===== src/rtl/cam_pkg.sv =====
// Shared definitions for the camera frame generator: FSM encoding, default
// line length and the RGB332 -> RGB565 byte expansion used on the pixel bus.
// No ports; imported by cam_sync_gen and cam_frame_gen.
package cam_pkg;

    typedef enum logic [2:0] {
        ST_IDLE,
        ST_VSYNC,
        ST_VBP,
        ST_ACTIVE,
        ST_VFP
    } cam_state_t;

    // Line length at default geometry (2*H_ACT + H_BLANK = 2*160 + 144).
    localparam int L = 2 * 160 + 144;

    function automatic int line_len(input int h_act, input int h_blank);
        return 2 * h_act + h_blank;
    endfunction

    // First byte on the wire: R5 (r replicated) followed by G6[5:3].
    function automatic logic [7:0] rgb332_to_565_hi(input logic [7:0] px);
        return {px[7:5], px[7:6], px[4:2]};
    endfunction

    // Second byte on the wire: G6[2:0] followed by B5 (b replicated).
    function automatic logic [7:0] rgb332_to_565_lo(input logic [7:0] px);
        return {px[4:2], px[1:0], px[1:0], px[1]};
    endfunction

endpackage


===== src/rtl/cam_sync_gen.sv =====
// Frame timing core: horizontal/vertical counters and the IDLE/VSYNC/VBP/ACTIVE/VFP FSM.
// Ports: clk, rst (sync, active-low), en in; vsync (registered), href_early, in_active,
//        frame_start, frame_end, hcnt out. href_early and hcnt lead the output pins by one cycle.
module cam_sync_gen
    import cam_pkg::*;
#(
    parameter int H_ACT       = 160,
    parameter int V_ACT       = 120,
    parameter int H_BLANK     = 144,
    parameter int VSYNC_LINES = 3,
    parameter int VBP_LINES   = 17,
    parameter int VFP_LINES   = 10,
    localparam int LL         = line_len(H_ACT, H_BLANK),
    localparam int HW         = $clog2(LL)
) (
    input  logic          clk,
    input  logic          rst,
    input  logic          en,
    output logic          vsync,
    output logic          href_early,
    output logic          in_active,
    output logic          frame_start,
    output logic          frame_end,
    output logic [HW-1:0] hcnt
);

    localparam int VMAX_A = (VSYNC_LINES > VBP_LINES) ? VSYNC_LINES : VBP_LINES;
    localparam int VMAX_B = (V_ACT > VFP_LINES) ? V_ACT : VFP_LINES;
    localparam int VMAX   = (VMAX_A > VMAX_B) ? VMAX_A : VMAX_B;
    localparam int VW     = (VMAX > 1) ? $clog2(VMAX) : 1;

    localparam logic [HW-1:0] H_LAST    = HW'(LL - 1);
    localparam logic [HW-1:0] H_ACT_BEG = HW'(H_BLANK);
    localparam logic [VW-1:0] VS_LAST   = VW'(VSYNC_LINES - 1);
    localparam logic [VW-1:0] VBP_LAST  = VW'(VBP_LINES - 1);
    localparam logic [VW-1:0] ACT_LAST  = VW'(V_ACT - 1);
    localparam logic [VW-1:0] VFP_LAST  = VW'(VFP_LINES - 1);

    cam_state_t    state, state_n;
    logic [HW-1:0] hcnt_n;
    logic [VW-1:0] vcnt, vcnt_n;
    logic          line_end;
    logic          last_line;

    assign line_end   = (hcnt == H_LAST);
    assign in_active  = (state == ST_ACTIVE);
    assign href_early = in_active && (hcnt >= H_ACT_BEG);

    always_ff @(posedge clk) begin
        if (!rst) begin
            state <= ST_IDLE;
            hcnt  <= '0;
            vcnt  <= '0;
            vsync <= 1'b0;
        end else begin
            state <= state_n;
            hcnt  <= hcnt_n;
            vcnt  <= vcnt_n;
            // Follows the state register by one cycle, same lag as href/px_data.
            vsync <= (state == ST_VSYNC);
        end
    end

    always_comb begin
        state_n     = state;
        hcnt_n      = hcnt;
        vcnt_n      = vcnt;
        frame_start = 1'b0;
        frame_end   = 1'b0;
        last_line   = 1'b0;

        case (state)
            ST_VSYNC:  last_line = (vcnt == VS_LAST);
            ST_VBP:    last_line = (vcnt == VBP_LAST);
            ST_ACTIVE: last_line = (vcnt == ACT_LAST);
            ST_VFP:    last_line = (vcnt == VFP_LAST);
            default:   last_line = 1'b0;
        endcase

        if (state == ST_IDLE) begin
            // Counters are already zero here; en is only looked at between frames.
            if (en) begin
                state_n     = ST_VSYNC;
                frame_start = 1'b1;
            end
        end else begin
            hcnt_n = line_end ? '0 : hcnt + 1'b1;
            if (line_end) begin
                vcnt_n = last_line ? '0 : vcnt + 1'b1;
                if (last_line) begin
                    case (state)
                        ST_VSYNC:  state_n = ST_VBP;
                        ST_VBP:    state_n = ST_ACTIVE;
                        ST_ACTIVE: state_n = ST_VFP;
                        ST_VFP: begin
                            frame_end = 1'b1;
                            if (en) begin
                                state_n     = ST_VSYNC;
                                frame_start = 1'b1;
                            end else begin
                                state_n = ST_IDLE;
                            end
                        end
                        default:   state_n = ST_IDLE;
                    endcase
                end
            end
        end
    end

endmodule


===== src/rtl/cam_frame_gen.sv =====
// OV7670-style parallel transmitter replaying an RGB332 frame buffer as RGB565 bytes.
// Ports: pclk, rst (sync, active-low), en in; mem_px_addr/mem_rd out, mem_px_data in (1-cycle latency);
//        vsync, href, px_data, frame_done out, all registered.
module cam_frame_gen
    import cam_pkg::*;
#(
    parameter int AW          = 15,
    parameter int H_ACT       = 160,
    parameter int V_ACT       = 120,
    parameter int H_BLANK     = 144,
    parameter int VSYNC_LINES = 3,
    parameter int VBP_LINES   = 17,
    parameter int VFP_LINES   = 10
) (
    input  logic          pclk,
    input  logic          rst,
    input  logic          en,
    output logic [AW-1:0] mem_px_addr,
    output logic          mem_rd,
    input  logic [7:0]    mem_px_data,
    output logic          vsync,
    output logic          href,
    output logic [7:0]    px_data,
    output logic          frame_done
);

    localparam int LL = line_len(H_ACT, H_BLANK);
    localparam int HW = $clog2(LL);

    if (H_ACT * V_ACT > (64'd1 << AW)) begin : g_aw_too_small
        $error("cam_frame_gen: H_ACT*V_ACT does not fit in AW address bits");
    end
    if (H_BLANK < 4) begin : g_hblank_too_small
        $error("cam_frame_gen: H_BLANK must be at least 4");
    end

    // Read for pixel p is launched at hcnt = H_BLANK + 2p - 3: mem_rd shows one
    // cycle later, data arrives the cycle after, and the pixel register is loaded
    // just in time for byte1 computed at hcnt = H_BLANK + 2p.
    localparam int            RD_FIRST   = H_BLANK - 3;
    localparam int            RD_LAST    = LL - 5;
    localparam logic [HW-1:0] RD_FIRST_C = HW'(RD_FIRST);
    localparam logic [HW-1:0] RD_LAST_C  = HW'(RD_LAST);
    localparam logic          RD_PAR     = 1'(RD_FIRST % 2);
    localparam logic          BYTE_PAR   = 1'(H_BLANK % 2);

    logic [HW-1:0] hcnt;
    logic          href_early;
    logic          in_active;
    logic          frame_start;
    logic          frame_end;
    logic          rd_go;
    logic          rd_d;
    logic [AW-1:0] addr_cnt;
    logic [7:0]    pix;
    logic [7:0]    byte_sel;

    cam_sync_gen #(
        .H_ACT       (H_ACT),
        .V_ACT       (V_ACT),
        .H_BLANK     (H_BLANK),
        .VSYNC_LINES (VSYNC_LINES),
        .VBP_LINES   (VBP_LINES),
        .VFP_LINES   (VFP_LINES)
    ) u_sync (
        .clk         (pclk),
        .rst         (rst),
        .en          (en),
        .vsync       (vsync),
        .href_early  (href_early),
        .in_active   (in_active),
        .frame_start (frame_start),
        .frame_end   (frame_end),
        .hcnt        (hcnt)
    );

    assign rd_go = in_active && (hcnt >= RD_FIRST_C) && (hcnt <= RD_LAST_C)
                   && (hcnt[0] == RD_PAR);

    // Even byte index k within the active window carries the high byte.
    assign byte_sel = (hcnt[0] == BYTE_PAR) ? rgb332_to_565_hi(pix)
                                            : rgb332_to_565_lo(pix);

    always_ff @(posedge pclk) begin
        if (!rst) begin
            mem_rd      <= 1'b0;
            mem_px_addr <= '0;
            addr_cnt    <= '0;
            rd_d        <= 1'b0;
            pix         <= '0;
            href        <= 1'b0;
            px_data     <= '0;
            frame_done  <= 1'b0;
        end else begin
            mem_rd <= rd_go;
            rd_d   <= mem_rd;
            if (rd_go) begin
                mem_px_addr <= addr_cnt;
            end
            if (frame_start) begin
                addr_cnt <= '0;
            end else if (rd_go) begin
                addr_cnt <= addr_cnt + 1'b1;
            end
            if (rd_d) begin
                pix <= mem_px_data;
            end
            href       <= href_early;
            px_data    <= href_early ? byte_sel : 8'h00;
            frame_done <= frame_end;
        end
    end

endmodule


===== config.mk =====
export PLATFORM = sky130hd
export DESIGN_NAME = cam_frame_gen
export DESIGN_NICKNAME = d
export VERILOG_FILES = /design/src/rtl/cam_pkg.sv /design/src/rtl/cam_sync_gen.sv /design/src/rtl/cam_frame_gen.sv
export SDC_FILE = /design/constraint.sdc
export NUM_CORES = 1
export LEC_CHECK = 0
export ABC_AREA = 0
export ABC_CLOCK_PERIOD_IN_PS = 3700
export BUFFER_PORTS_ARGS = -buffer_cell sky130_fd_sc_hd__buf_2
export CORE_ASPECT_RATIO = 1.2
export CORE_MARGIN = 8
export CORE_UTILIZATION = 60
export CTS_BUF_LIST = sky130_fd_sc_hd__clkbuf_4 sky130_fd_sc_hd__clkbuf_8
export CTS_CLUSTER_SIZE = 16
export DETAILED_ROUTE_END_ITERATION = 7
export GPL_TIMING_DRIVEN = 1
export PLACE_DENSITY = 0.89
export REMOVE_ABC_BUFFERS = 1
export SKIP_LAST_GASP = 1
export SLEW_MARGIN = 20
export SYNTH_ARGS = -nofsm -noshare
export SYNTH_HDL_FRONTEND = slang
export SYNTH_SLANG_ARGS = --single-unit

===== constraint.sdc =====
create_clock -name pclk -period 3.7 [get_ports pclk]
set_input_delay 0.555 -clock pclk [delete_from_list [all_inputs] [get_ports pclk]]
set_output_delay 0.555 -clock pclk [all_outputs]
set_load 0.005 [all_outputs]

==> impl_metrics.tcl <==
set metrics [dict create \
    status "complete, no violations" \
    fmax_ghz 0.371 \
    ioPinCount 38 \
    hold_path_end "pix[6]$_SDFFE_PN0P_" \
    relSlewSlack 0.399 \
    synth_warnings 0 \
    seq_area_frac_synth 0.456 \
    grt_usage 0.175 \
    first_pass_iters 4 \
    p_leak_uw 0.00128 \
    startpoint_type "register" \
    dp_hpwl_um 4300 \
    hold_path_class "in2reg" \
    n_antenna_cell 0 \
    htreeDepth 3 \
    power_density_nw_per_um2 445 \
    dieArea_um2 7670 \
    start_util 0.622 \
    setup-tns-final_ps 0 \
    place.gp.congestion 0.866 \
    min_from "mem_px_data[6]" \
    core_um2 4940 \
    drt_iter0_markers 162 \
    rsz0062_at_grt "no" \
    fill_cells 369 \
    worst_slew_pin_slew_ps 900 \
    io_buffers 37 \
    drive_gt1_frac 0.161 \
    yosys_register_bits 70 \
    area_growth_pct 13.4 \
    ys_types 53 \
    grt_start_max_net_pins 24 \
    crit_arrival_ps 2970 \
    cts_setup_buffers 0 \
    antenna_left 0 \
    synth_edf_count 0 \
    cts_resized 0 \
    ir_drop_v 0.000264 \
    synthCells 355 \
    root_buffer "clkbuf_8" \
    cts_made_buffers 9 \
    finalCritPeriodShare 0.728 \
    avgSynthCellArea_um2 8.65 \
    critPathKind "reg2reg" \
    via_count 2517 \
    ys.flop_type "dfxtp_1" \
    synth_area_um2 3070 \
    reg2reg_slack_ps 1010 \
    ctsHoldBuffers 0 \
    fp.dieH_um 94.4 \
    max_cap_viol_count 0 \
    reg2reg_from "u_sync.state[1]$_SDFFE_PN0P_" \
    skew_ps 6.06 \
    maxSlewViolCount 0 \
    cts_tree "done" \
    r2r_cells 5 \
    finalHoldViolCount 0 \
    synth_top_area_share 0.456 \
    path_max_fanout 21 \
    detail_route.wl_per_cell_um 14.0 \
    viasPerCell 5.57 \
    r2r_end "addr_cnt[14]$_SDFFE_PP0P_" \
    grt_pass1_vias 2439 \
    worstPathRequired_ps 3980 \
    min_period_ps 2690 \
    final_nets 402 \
    final_util 0.705 \
    whs_path_depth 3 \
    cts.sinks 70 \
    clockBufferDepth 2 \
    drt_drc_violations_left 0 \
    synthArstFlopShare 0 \
    antenna_found_initial 0 \
    cts.reportedPaths.clkPinSlew_ps 70 \
    yosysTopAreaCell "dfxtp_1" \
    rows 28 \
    insertion_delay_ps 350 \
    crit_path_end_kind "register" \
    setup_viol 0 \
    routed_wl_um 6310 \
    synth_area_leaders "dfxtp_1, nand2_1, nor2_1, xnor2_1, a21boi_0" \
    grt-ovfl-total 0 \
    grt_pass1_wl_um 10700 \
    die_x_um 81.3 \
]
==> cell usage in the layout, fill, tap and decap left out, types with 4 or more instances in the layout <==
master / n
nand4_1: 8
nor2b_1: 5
a21boi_0: 15
and3_1: 6
xor2_1: 6
inv_1: 5
nor2_1: 34
nand2b_1: 4
nand2_1: 64
clkbuf_8: 10
ha_1: 4
nor3_1: 15
xnor2_1: 14
buf_2: 37
mux2i_1: 10
nand3_1: 9
dfxtp_1: 70
or3_1: 6
a21oi_1: 19
==> layer usage <==
metal,vias up,part of all wire,GRT usage
met4,0,0.015,0.0776
met5,-,0,0
met3,9,0.055,0.0513
li1,1289,-,-
met2,52,0.50,0.304
met1,1167,0.43,0.191
==> final cells by class <==
type                       count  area, um2  share of cell area
inverter                       7       26.3             0.00754
clock inverter                 5       81.3              0.0233
clock buffer                  11        145              0.0417
multi-input combinational    261       1560               0.448
timing repair buffer          38        193              0.0553
tap                           60       75.1              0.0216
sequential                    70       1400               0.402
==> worst max-delay path: stages (launching register included) <==
cell and delay (ps):
dfxtp_1 510, and3b_2 330, o2111ai_1 450, or2_2 630
or4_1 550, a21oi_1 140
==> kinds of logic (layout without fill, tap and decap cells) <==
kind of cell             after synthesis  in the layout  share of synthesized area
XOR/XNOR                              20             20                     0.0571
AND/OR/NAND/NOR                      171            171                      0.271
flip-flops                            70             70                      0.456
adder cells (fa/ha/maj)                4              4                     0.0163
multiplexers                          10             10                     0.0326
buffers and inverters                 24             61                     0.0350
AO/OA/AOI/OAI                         56             56                      0.131
==> per-stage QoR <==
step / power [uW] / setup slack [ps] / hold slack, ps / instances / area (um2)
2_1_floorplan: 849 / 1350 / 440 / 338 / 2990
3_3_place_gp: 872 / 1140 / 447 / 436 / 3260
3_5_place_dp: 875 / 1050 / 447 / 436 / 3260
4_1_cts: 1560 / 1020 / 435 / 452 / 3480
5_1_grt: 1600 / 775 / 439 / 452 / 3480
6_report: 1550 / 1010 / 444 / 452 / 3480
==> power by group <==
part / internal [uW] / switching, uW
logic: 32.7 / 42.2
registers: 764 / 19.0
clock network: 407 / 287
total: 1200 / 349
==> synth_stat cells (3+ instances only) <==
library cell	number
a21boi_0	15
clkbuf_1	9
and3_1	6
a2bb2oi_1	3
xnor2_1	14
o21ai_0	3
nand2b_1	4
dfxtp_1	70
nor3_1	15
mux2i_1	10
inv_1	5
or3_1	6
nor2_1	34
nand2_1	64
ha_1	4
a21oi_1	19
nand4_1	8
nor2b_1	5
xor2_1	6
nand3_1	9
and2_1	3
buf_2	5
==> how the worst max path moves through the flow <==
stage,end,from,cells past startpoint
3_5_place_dp,addr_cnt[14]$_SDFFE_PP0P_,u_sync.state[1]$_SDFFE_PN0P_,5
5_1_grt,addr_cnt[14]$_SDFFE_PP0P_,u_sync.state[1]$_SDFFE_PN0P_,5
6_report,addr_cnt[14]$_SDFFE_PP0P_,u_sync.state[1]$_SDFFE_PN0P_,5
2_1_floorplan,addr_cnt[14]$_SDFFE_PP0P_,u_sync.state[1]$_SDFFE_PN0P_,5
4_1_cts,addr_cnt[14]$_SDFFE_PP0P_,u_sync.state[1]$_SDFFE_PN0P_,5
3_3_place_gp,addr_cnt[14]$_SDFFE_PP0P_,u_sync.state[1]$_SDFFE_PN0P_,5
==> flip-flops by register name, indices dropped and copies added, names as in the netlist <==
| register | count |
|---|---|
| addr_cnt | 15 |
| frame_done | 1 |
| href | 1 |
| mem_px_addr | 15 |
| mem_rd | 1 |
| pix | 8 |
| px_data | 8 |
| rd_d | 1 |
| u_sync.hcnt | 9 |
| u_sync.state | 3 |
| u_sync.vcnt | 7 |
| u_sync.vsync | 1 |
No activity file was read; power rests on OpenSTA's default activity.
